$ cat src/rtl/segasys1_sndlatch.sv
// Sound-command queue from main CPU to sound CPU with per-command NMI pulse.
// Optional: define SEGASYS1_SNDLATCH_OVWR_EN so a push into a full queue overwrites the oldest entry.
module segasys1_sndlatch #(
  parameter int DEPTH   = 4,
  parameter int NMI_LEN = 32,
  localparam int AW     = $clog2(DEPTH)
) (
  input  logic          CLK48M,
  input  logic          RESET,
  input  logic          SNDRQ,
  input  logic [7:0]    SNDNO,
  input  logic          SRD,
  output logic [7:0]    SNDDO,
  output logic          SNMI,
  output logic          EMPTY,
  output logic          FULL,
  output logic          OVF,
  output logic [AW:0]   COUNT
);

  localparam logic [AW:0] FULL_CNT = (AW+1)'(DEPTH);

  typedef enum logic [1:0] {IDLE, PULSE, WAIT} nmi_state_t;

  logic [7:0]    mem [DEPTH];
  logic [AW-1:0] wr_ptr, rd_ptr;
  logic [AW:0]   count, count_nxt;
  logic          sndrq_d, srd_d;
  logic          push, pop, pop_ok, full_push, do_wr, adv_rd;

  nmi_state_t    state, state_nxt;
  logic [7:0]    nmi_cnt, nmi_cnt_nxt;
  logic          acked, acked_nxt;

  // Strobe edge detection and queue bookkeeping
  always_comb begin
    push      = SNDRQ & ~sndrq_d;
    pop       = SRD & ~srd_d;
    pop_ok    = pop & (count != '0);
    full_push = push & ~pop_ok & (count == FULL_CNT);
`ifdef SEGASYS1_SNDLATCH_OVWR_EN
    do_wr     = push;
    adv_rd    = pop_ok | full_push;
`else
    do_wr     = push & ~full_push;
    adv_rd    = pop_ok;
`endif
    count_nxt = count;
    if (push && !pop_ok && !full_push)
      count_nxt = count + (AW+1)'(1);
    else if (pop_ok && !push)
      count_nxt = count - (AW+1)'(1);
  end

  always_ff @(posedge CLK48M) begin
    if (do_wr)
      mem[wr_ptr] <= SNDNO;
  end

  always_ff @(posedge CLK48M) begin
    if (RESET) begin
      sndrq_d <= 1'b0;
      srd_d   <= 1'b0;
      wr_ptr  <= '0;
      rd_ptr  <= '0;
      count   <= '0;
      EMPTY   <= 1'b1;
      FULL    <= 1'b0;
      OVF     <= 1'b0;
      SNDDO   <= 8'h00;
    end else begin
      sndrq_d <= SNDRQ;
      srd_d   <= SRD;
      if (do_wr)
        wr_ptr <= wr_ptr + AW'(1);
      if (adv_rd)
        rd_ptr <= rd_ptr + AW'(1);
      count <= count_nxt;
      EMPTY <= (count_nxt == '0);
      FULL  <= (count_nxt == FULL_CNT);
      if (full_push)
        OVF <= 1'b1;
      // Once the queue drains, SNDDO keeps the last byte handed out
      if (count != '0)
        SNDDO <= mem[rd_ptr];
    end
  end

  assign COUNT = count;

  // NMI sequencer: one pulse per command, re-armed by the sound CPU's read
  always_ff @(posedge CLK48M) begin
    if (RESET) begin
      state   <= IDLE;
      nmi_cnt <= 8'd0;
      acked   <= 1'b0;
    end else begin
      state   <= state_nxt;
      nmi_cnt <= nmi_cnt_nxt;
      acked   <= acked_nxt;
    end
  end

  always_comb begin
    state_nxt   = state;
    nmi_cnt_nxt = nmi_cnt;
    acked_nxt   = acked;
    case (state)
      IDLE: begin
        acked_nxt = 1'b0;
        if (count != '0) begin
          nmi_cnt_nxt = 8'(NMI_LEN);
          state_nxt   = PULSE;
        end
      end
      PULSE: begin
        nmi_cnt_nxt = nmi_cnt - 8'd1;
        if (pop_ok)
          acked_nxt = 1'b1;
        if (nmi_cnt == 8'd1)
          state_nxt = (acked || pop_ok) ? IDLE : WAIT;
      end
      WAIT: begin
        if (pop_ok)
          state_nxt = IDLE;
      end
      default: state_nxt = IDLE;
    endcase
  end

  assign SNMI = (state == PULSE);

endmodule

$ cat config.mk
export PLATFORM = sky130hd
export DESIGN_NAME = segasys1_sndlatch
export DESIGN_NICKNAME = d
export VERILOG_FILES = /design/src/rtl/segasys1_sndlatch.sv
export SDC_FILE = /design/constraint.sdc
export NUM_CORES = 1
export LEC_CHECK = 0
export ABC_CLOCK_PERIOD_IN_PS = 1800
export BUFFER_PORTS_ARGS = -buffer_cell sky130_fd_sc_hd__buf_2
export CAP_MARGIN = 10
export CORE_MARGIN = 10
export CORE_UTILIZATION = 52
export CTS_BUF_LIST = sky130_fd_sc_hd__clkbuf_4 sky130_fd_sc_hd__clkbuf_8 sky130_fd_sc_hd__clkbuf_16
export CTS_CLUSTER_SIZE = 40
export DETAILED_ROUTE_END_ITERATION = 8
export GPL_TIMING_DRIVEN = 0
export PLACE_DENSITY = 0.84
export RECOVER_POWER = 25
export SETUP_SLACK_MARGIN = 0.3
export SKIP_CTS_REPAIR_TIMING = 1
export SYNTH_ARGS = -nofsm -noshare
export SYNTH_HDL_FRONTEND = slang
export SYNTH_SLANG_ARGS = --single-unit
export TNS_END_PERCENT = 10
$ cat constraint.sdc
create_clock -name CLK48M -period 1.8 [get_ports CLK48M]
set_input_delay 0.27 -clock CLK48M [delete_from_list [all_inputs] [get_ports CLK48M]]
set_output_delay 0.27 -clock CLK48M [all_outputs]
set_load 0.005 [all_outputs]
---- Word level (Yosys, flattened, before mapping) ----
Memory sizes are Yosys's and may differ from the RTL's. A register that Yosys moved wholly into a read port is not among the register bits.
Index checks and enable logic that the tools add are counted.
operators by class
  bitwise operators ....................... 10
  mux-type cells .......................... 13
  equality and inequality tests ........... 9
  reductions and logical operators ........ 14
  add/sub/neg operators ................... 5
operator list
  cell                                                   count
  one-hot mux 8 bit (2 select lines)                     1
  == test 8 x 1 -> 1 bit, second input constant          1
  2-to-1 mux 2 bit                                       4
  2-to-1 mux 8 bit                                       1
  subtractor 8 x 1 -> 8 bit, second input constant       1
  AND 1 bit                                              6
  == test 3 bit, second input constant                   2
  2-to-1 mux 3 bit                                       2
  one-hot mux 2 bit (3 select lines)                     1
  adder 2 x 1 -> 2 bit, second input constant            2
  inequality test 2 x 1 -> 1 bit, second input constant  2
  inequality test 2 bit, second input constant           2
  NOT 1 bit                                              4
  AND reduction 2 bit                                    2
  adder 3 x 1 -> 3 bit, second input constant            1
  logical AND 1 bit                                      3
  logical NOT 1 bit                                      3
  logical NOT 3 bit                                      1
  2-to-1 mux 1 bit                                       3
  AND reduction 3 bit                                    1
  nonzero test 3 bit                                     1
  subtractor 3 x 1 -> 3 bit, second input constant       1
  == test 2 x 1 -> 1 bit, second input constant          1
  == test 2 bit, second input constant                   1
  other kinds (4)                                        4
word-level totals
  output and inout bits ................... 15
  memory bits (writable) .................. 32
  memories ................................ 1
  register bits ........................... 23
memory list
  memory  words  width  read ports  clocked after Yosys merged registers in  wr ports  RTL line  RTL
  mem     4      8      1           1                                        1         25        logic [7:0] mem [DEPTH];

---- Depth between registers and ports, before layout ----
  depth after elaboration ................. 10
  depth in mapped cells ................... 8
  mapped depth without buffers ............ 7

---- Least setup slack after synthesis ----
No wires, ideal clock.
  path kind ............................... flip-flop to flip-flop
  start ................................... register count[0] (netlist: COUNT[0])
  end ..................................... register EMPTY
  arrival ................................. 1719 ps
  cell stages (with the launch flop) ...... 9
  path slack .............................. 25 ps
  period minus slack after synthesis ...... 1775 ps
  buffers on the path ..................... 1
  cell sequence ........................... dfxtp_1 > inv_1 > ha_1 > nor2b_1 > buf_6 > nor3_4 > a22oi_2 > mux2_4 > o21ba_4
between the ends
  cells in the longest elaborated chain, start to end .. 9
  elaborated cells between the ends (all ways) .. 16
  those cells by class .................... add/sub (2); eq/ne (1); mux (2); bitwise (4); reduce/logical (7)
ends and longest elaborated chain
  element                  RTL line  RTL
  from (decl)              27        logic [AW:0] count, count_nxt;
  from (signal assigned)   78        count <= count_nxt;
  nonzero test 3 bit       39        pop_ok = pop & (count != '0);
  AND 1 bit                39
  NOT 1 bit                40        full_push = push & ~pop_ok & (count == FULL_CNT);
  AND 1 bit (2 in series)  40
  logical NOT 1 bit        49        if (push && !pop_ok && !full_push)
  logical AND 1 bit        49
  2-to-1 mux 3 bit (*)     49
  logical NOT 3 bit (*)    79        EMPTY <= (count_nxt == '0);
  to (signal assigned)     79
  to (decl)                15        output logic EMPTY,
Every way passes the cells marked *; elsewhere a longest branch is shown, timed or not.
A chain may end at the register's enable or synchronous reset.

---- Worst setup path after layout ----
  start ................................... register count[1] (netlist: COUNT[1])
  end ..................................... register EMPTY
The elaborated chain is that of the path after synthesis.

==> impl_metrics.yaml <==
status:
  status: "completed"
logic_synthesis:
  yosysTopAreaCell: "edfxtp_1"
  ys_top_cells_by_count: "edfxtp_1 (32), dfxtp_1 (31), nand2_1 (25), nor2_1 (24), a21oi_1 (14)"
  ys_ff_latch: 63
  synth.most_common_cell: "edfxtp_1"
  synthTopCellsByArea: "edfxtp_1 (36%), dfxtp_1 (23%), mux4_2 (6.8%), ha_1 (4.3%), nand2_1 (3.6%)"
  syn-mean-instance-area_um2: 12.4
  synth_flop_cell: "edfxtp_1"
  synth.distinct_cells: 43
  async_flop_share_pct: 0
  synth_edf_count: 32
  yosys_warnings: 0
  yosysSeqAreaShare_pct: 59.8
  synth.top_cell.area_share_pct: 36.4
  syn_area_mm2: 0.00264
  syn-num-nets: 234
  postSynthCellCount: 213
grt:
  grt_pass1_wl_um: 8410
  grt_pass1_vias: 1751
  gr-total-overflow: 0
  grt_max_degree: 12
  grt.total_usage_pct: 12.6
  antenna_found_initial: 0
setup_path:
  crit_type: "reg -> reg"
  worst_ep_arrival_time_ps: 2020
  r2r_slack_ps: 70
  cp_max_fo: 5
  endpoint_kind: "register"
  r2r_cells: 8
  required_ps: 2080
  r2r-start: "COUNT[1]"
  crit_path_start_kind: "register"
  r2r-end: "EMPTY"
worst_hold_path:
  hold_path_end: "sndrq_d"
  hold_start: "SNDRQ"
  hold_depth: 2
  worst_hold_path_type: "in -> reg"
timing:
  max_slew_margin_pct: 64.0
  maxSlewViolCount: 0
  min_period_over_period_pct: 96.2
  tightest_slew_ps: 539
  max_freq_ghz: 0.577
  setup_violations: 0
  final.setup_skew_ps: 7.55
  rsz0062_at_grt: "yes"
  layout_min_cycle_time_ps: 1730
  hold_viol_final: 0
  setup_slack_ps: 67.6
floorplan:
  die_h_um: 91.3
  initial_utilization_pct: 54.9
  std_cell_rows: 25
  die_x_um: 91.3
  coreArea_mm2: 0.00482
  die_area_mm2: 0.00833
  io_pins: 27
place:
  post-dp-hpwl_um: 3460
  gp_congestion: 0.847
  io_buffers: 26
  pre_cts_ws_ps: -10.4
routing:
  viasPerCell: 5.16
  routedWlPerCell_um: 15.4
  dr.max_layer_used: "met4"
  wl_um: 5010
  wl_met2_um: 2410
  drt-met1-wl_um: 2190
  drc: 0
  dr.pass1.iters: 4
  wl_met3_um: 311
  ant_nets: 0
  drt-initial-drc-count: 95
  num_vias: 1676
power:
  p_leak_nw: 1.21
  p_per_area_mw_per_mm2: 1610
  vdd_drop_max_mv: 0.651
  power_mw: 5.08
finish:
  fillers: 390
  syn2layout_area_growth_pct: 19.2
  register_area_mm2: 0.00159
  multi_input_comb_area_mm2: 0.00100
  antennaDiodeCount: 0
  drive_gt1_share_pct: 26.4
  fin_nets: 274
run:
  drv_cap: 0
clock_network:
  numCtsBuffers: 9
  worst_skew_pair.late_latency_ps: 340
  cts.sinks: 63
  path_clk_slew_ps: 70
  cts.path.max_buffers: 2
  root_buffer: "clkbuf_8"
  tritoncts: "done"
  htree_levels: 3
==> final cells by class <==
| class | count | area share [%] |
|---|---|---|
| Sequential cell | 63 | 50.4 |
| Multi-Input combinational cell | 131 | 31.8 |
| Timing Repair Buffer | 29 | 4.53 |
| Clock buffer | 9 | 3.93 |
| Clock inverter | 7 | 3.53 |
| Tap cell | 67 | 2.66 |
| Buffer | 8 | 1.55 |
| Inverter | 11 | 1.55 |
==> flip-flops by register name, summed over array words and instances (netlist names) <==
name     flops
SNDDO        8
COUNT        3
acked        1
mem         32
state        2
sndrq_d      1
EMPTY        1
OVF          1
srd_d        1
rd_ptr       2
FULL         1
wr_ptr       2
nmi_cnt      8
==> layer usage <==
layer,up-vias,track usage [%]
met5,-,0
met4,0,5.48
met3,9,5.10
met2,44,20.5
met1,787,14.2
li1,836,-
==> worst max-delay path by stage <==
stage | startpoint | to | cells past startpoint
finish | COUNT[1] | EMPTY | 8
detailed placement | COUNT[1] | EMPTY | 8
global placement | COUNT[0] | mem[1][5] | 6
global route | COUNT[0] | EMPTY | 8
floorplan | COUNT[1] | EMPTY | 8
CTS | COUNT[0] | EMPTY | 8
==> stage by stage <==
step                      instances  utilization (%)  hold slack, ps  setup TNS, ps  cell area (µm²)
final                           325             65.4             194              0             3150
after CTS                       322             64.7             131           -373             3120
after global placement          306             59.8             439              0             2880
after detailed placement        306             59.8             444          -56.7             2880
after floorplan                 213                -             369              0             2670
after global routing            325             65.4             186          -1.76             3150
==> power breakdown <==
part	total, mW	internal [mW]	switching, mW
Combinational	1.68	0.805	0.871
Clock	1.43	0.910	0.525
Sequential	1.97	1.77	0.197
Total	5.08	3.48	1.59
==> cell families after synthesis <==
logic type | count (synthesis) | share of synthesized area, %
compound gates | 32 | 8.67
xor+xnor | 5 | 1.66
fa+ha+maj | 9 | 4.26
buf+inv | 19 | 3.36
flops | 63 | 59.8
mux | 12 | 8.52
simple gates | 73 | 13.7
==> critical path, cell delays in order (launching register included) <==
cell and delay (ps):
dfxtp_4 380, inv_4 50, ha_4 160, nor2b_4 120, buf_6 130, nor3_4 210, a22oi_2 100, mux2_4 320
o21ba_4 210
==> cells in the final DEF, fill, tap and decap left out, types with 2 or more instances in the layout <==
master,netlist,layout
nor3_1,3,3
a22oi_1,3,3
buf_6,2,2
dfxtp_1,31,29
a21oi_1,14,14
clkbuf_1,3,10
nor2b_1,6,4
nor2b_4,1,2
dfxtp_4,0,2
edfxtp_1,32,32
and2_4,0,2
bufinv_16,0,3
ha_1,9,8
inv_1,11,9
xnor2_1,4,4
nor2_1,24,24
clkbuf_8,0,9
a211oi_1,2,2
nand3_1,2,2
mux4_2,8,8
mux2i_1,3,3
nand2_1,25,25
and2_2,0,2
buf_4,0,3
buf_2,2,20
clkinv_1,0,2
(Power assumes the default switching activity.)
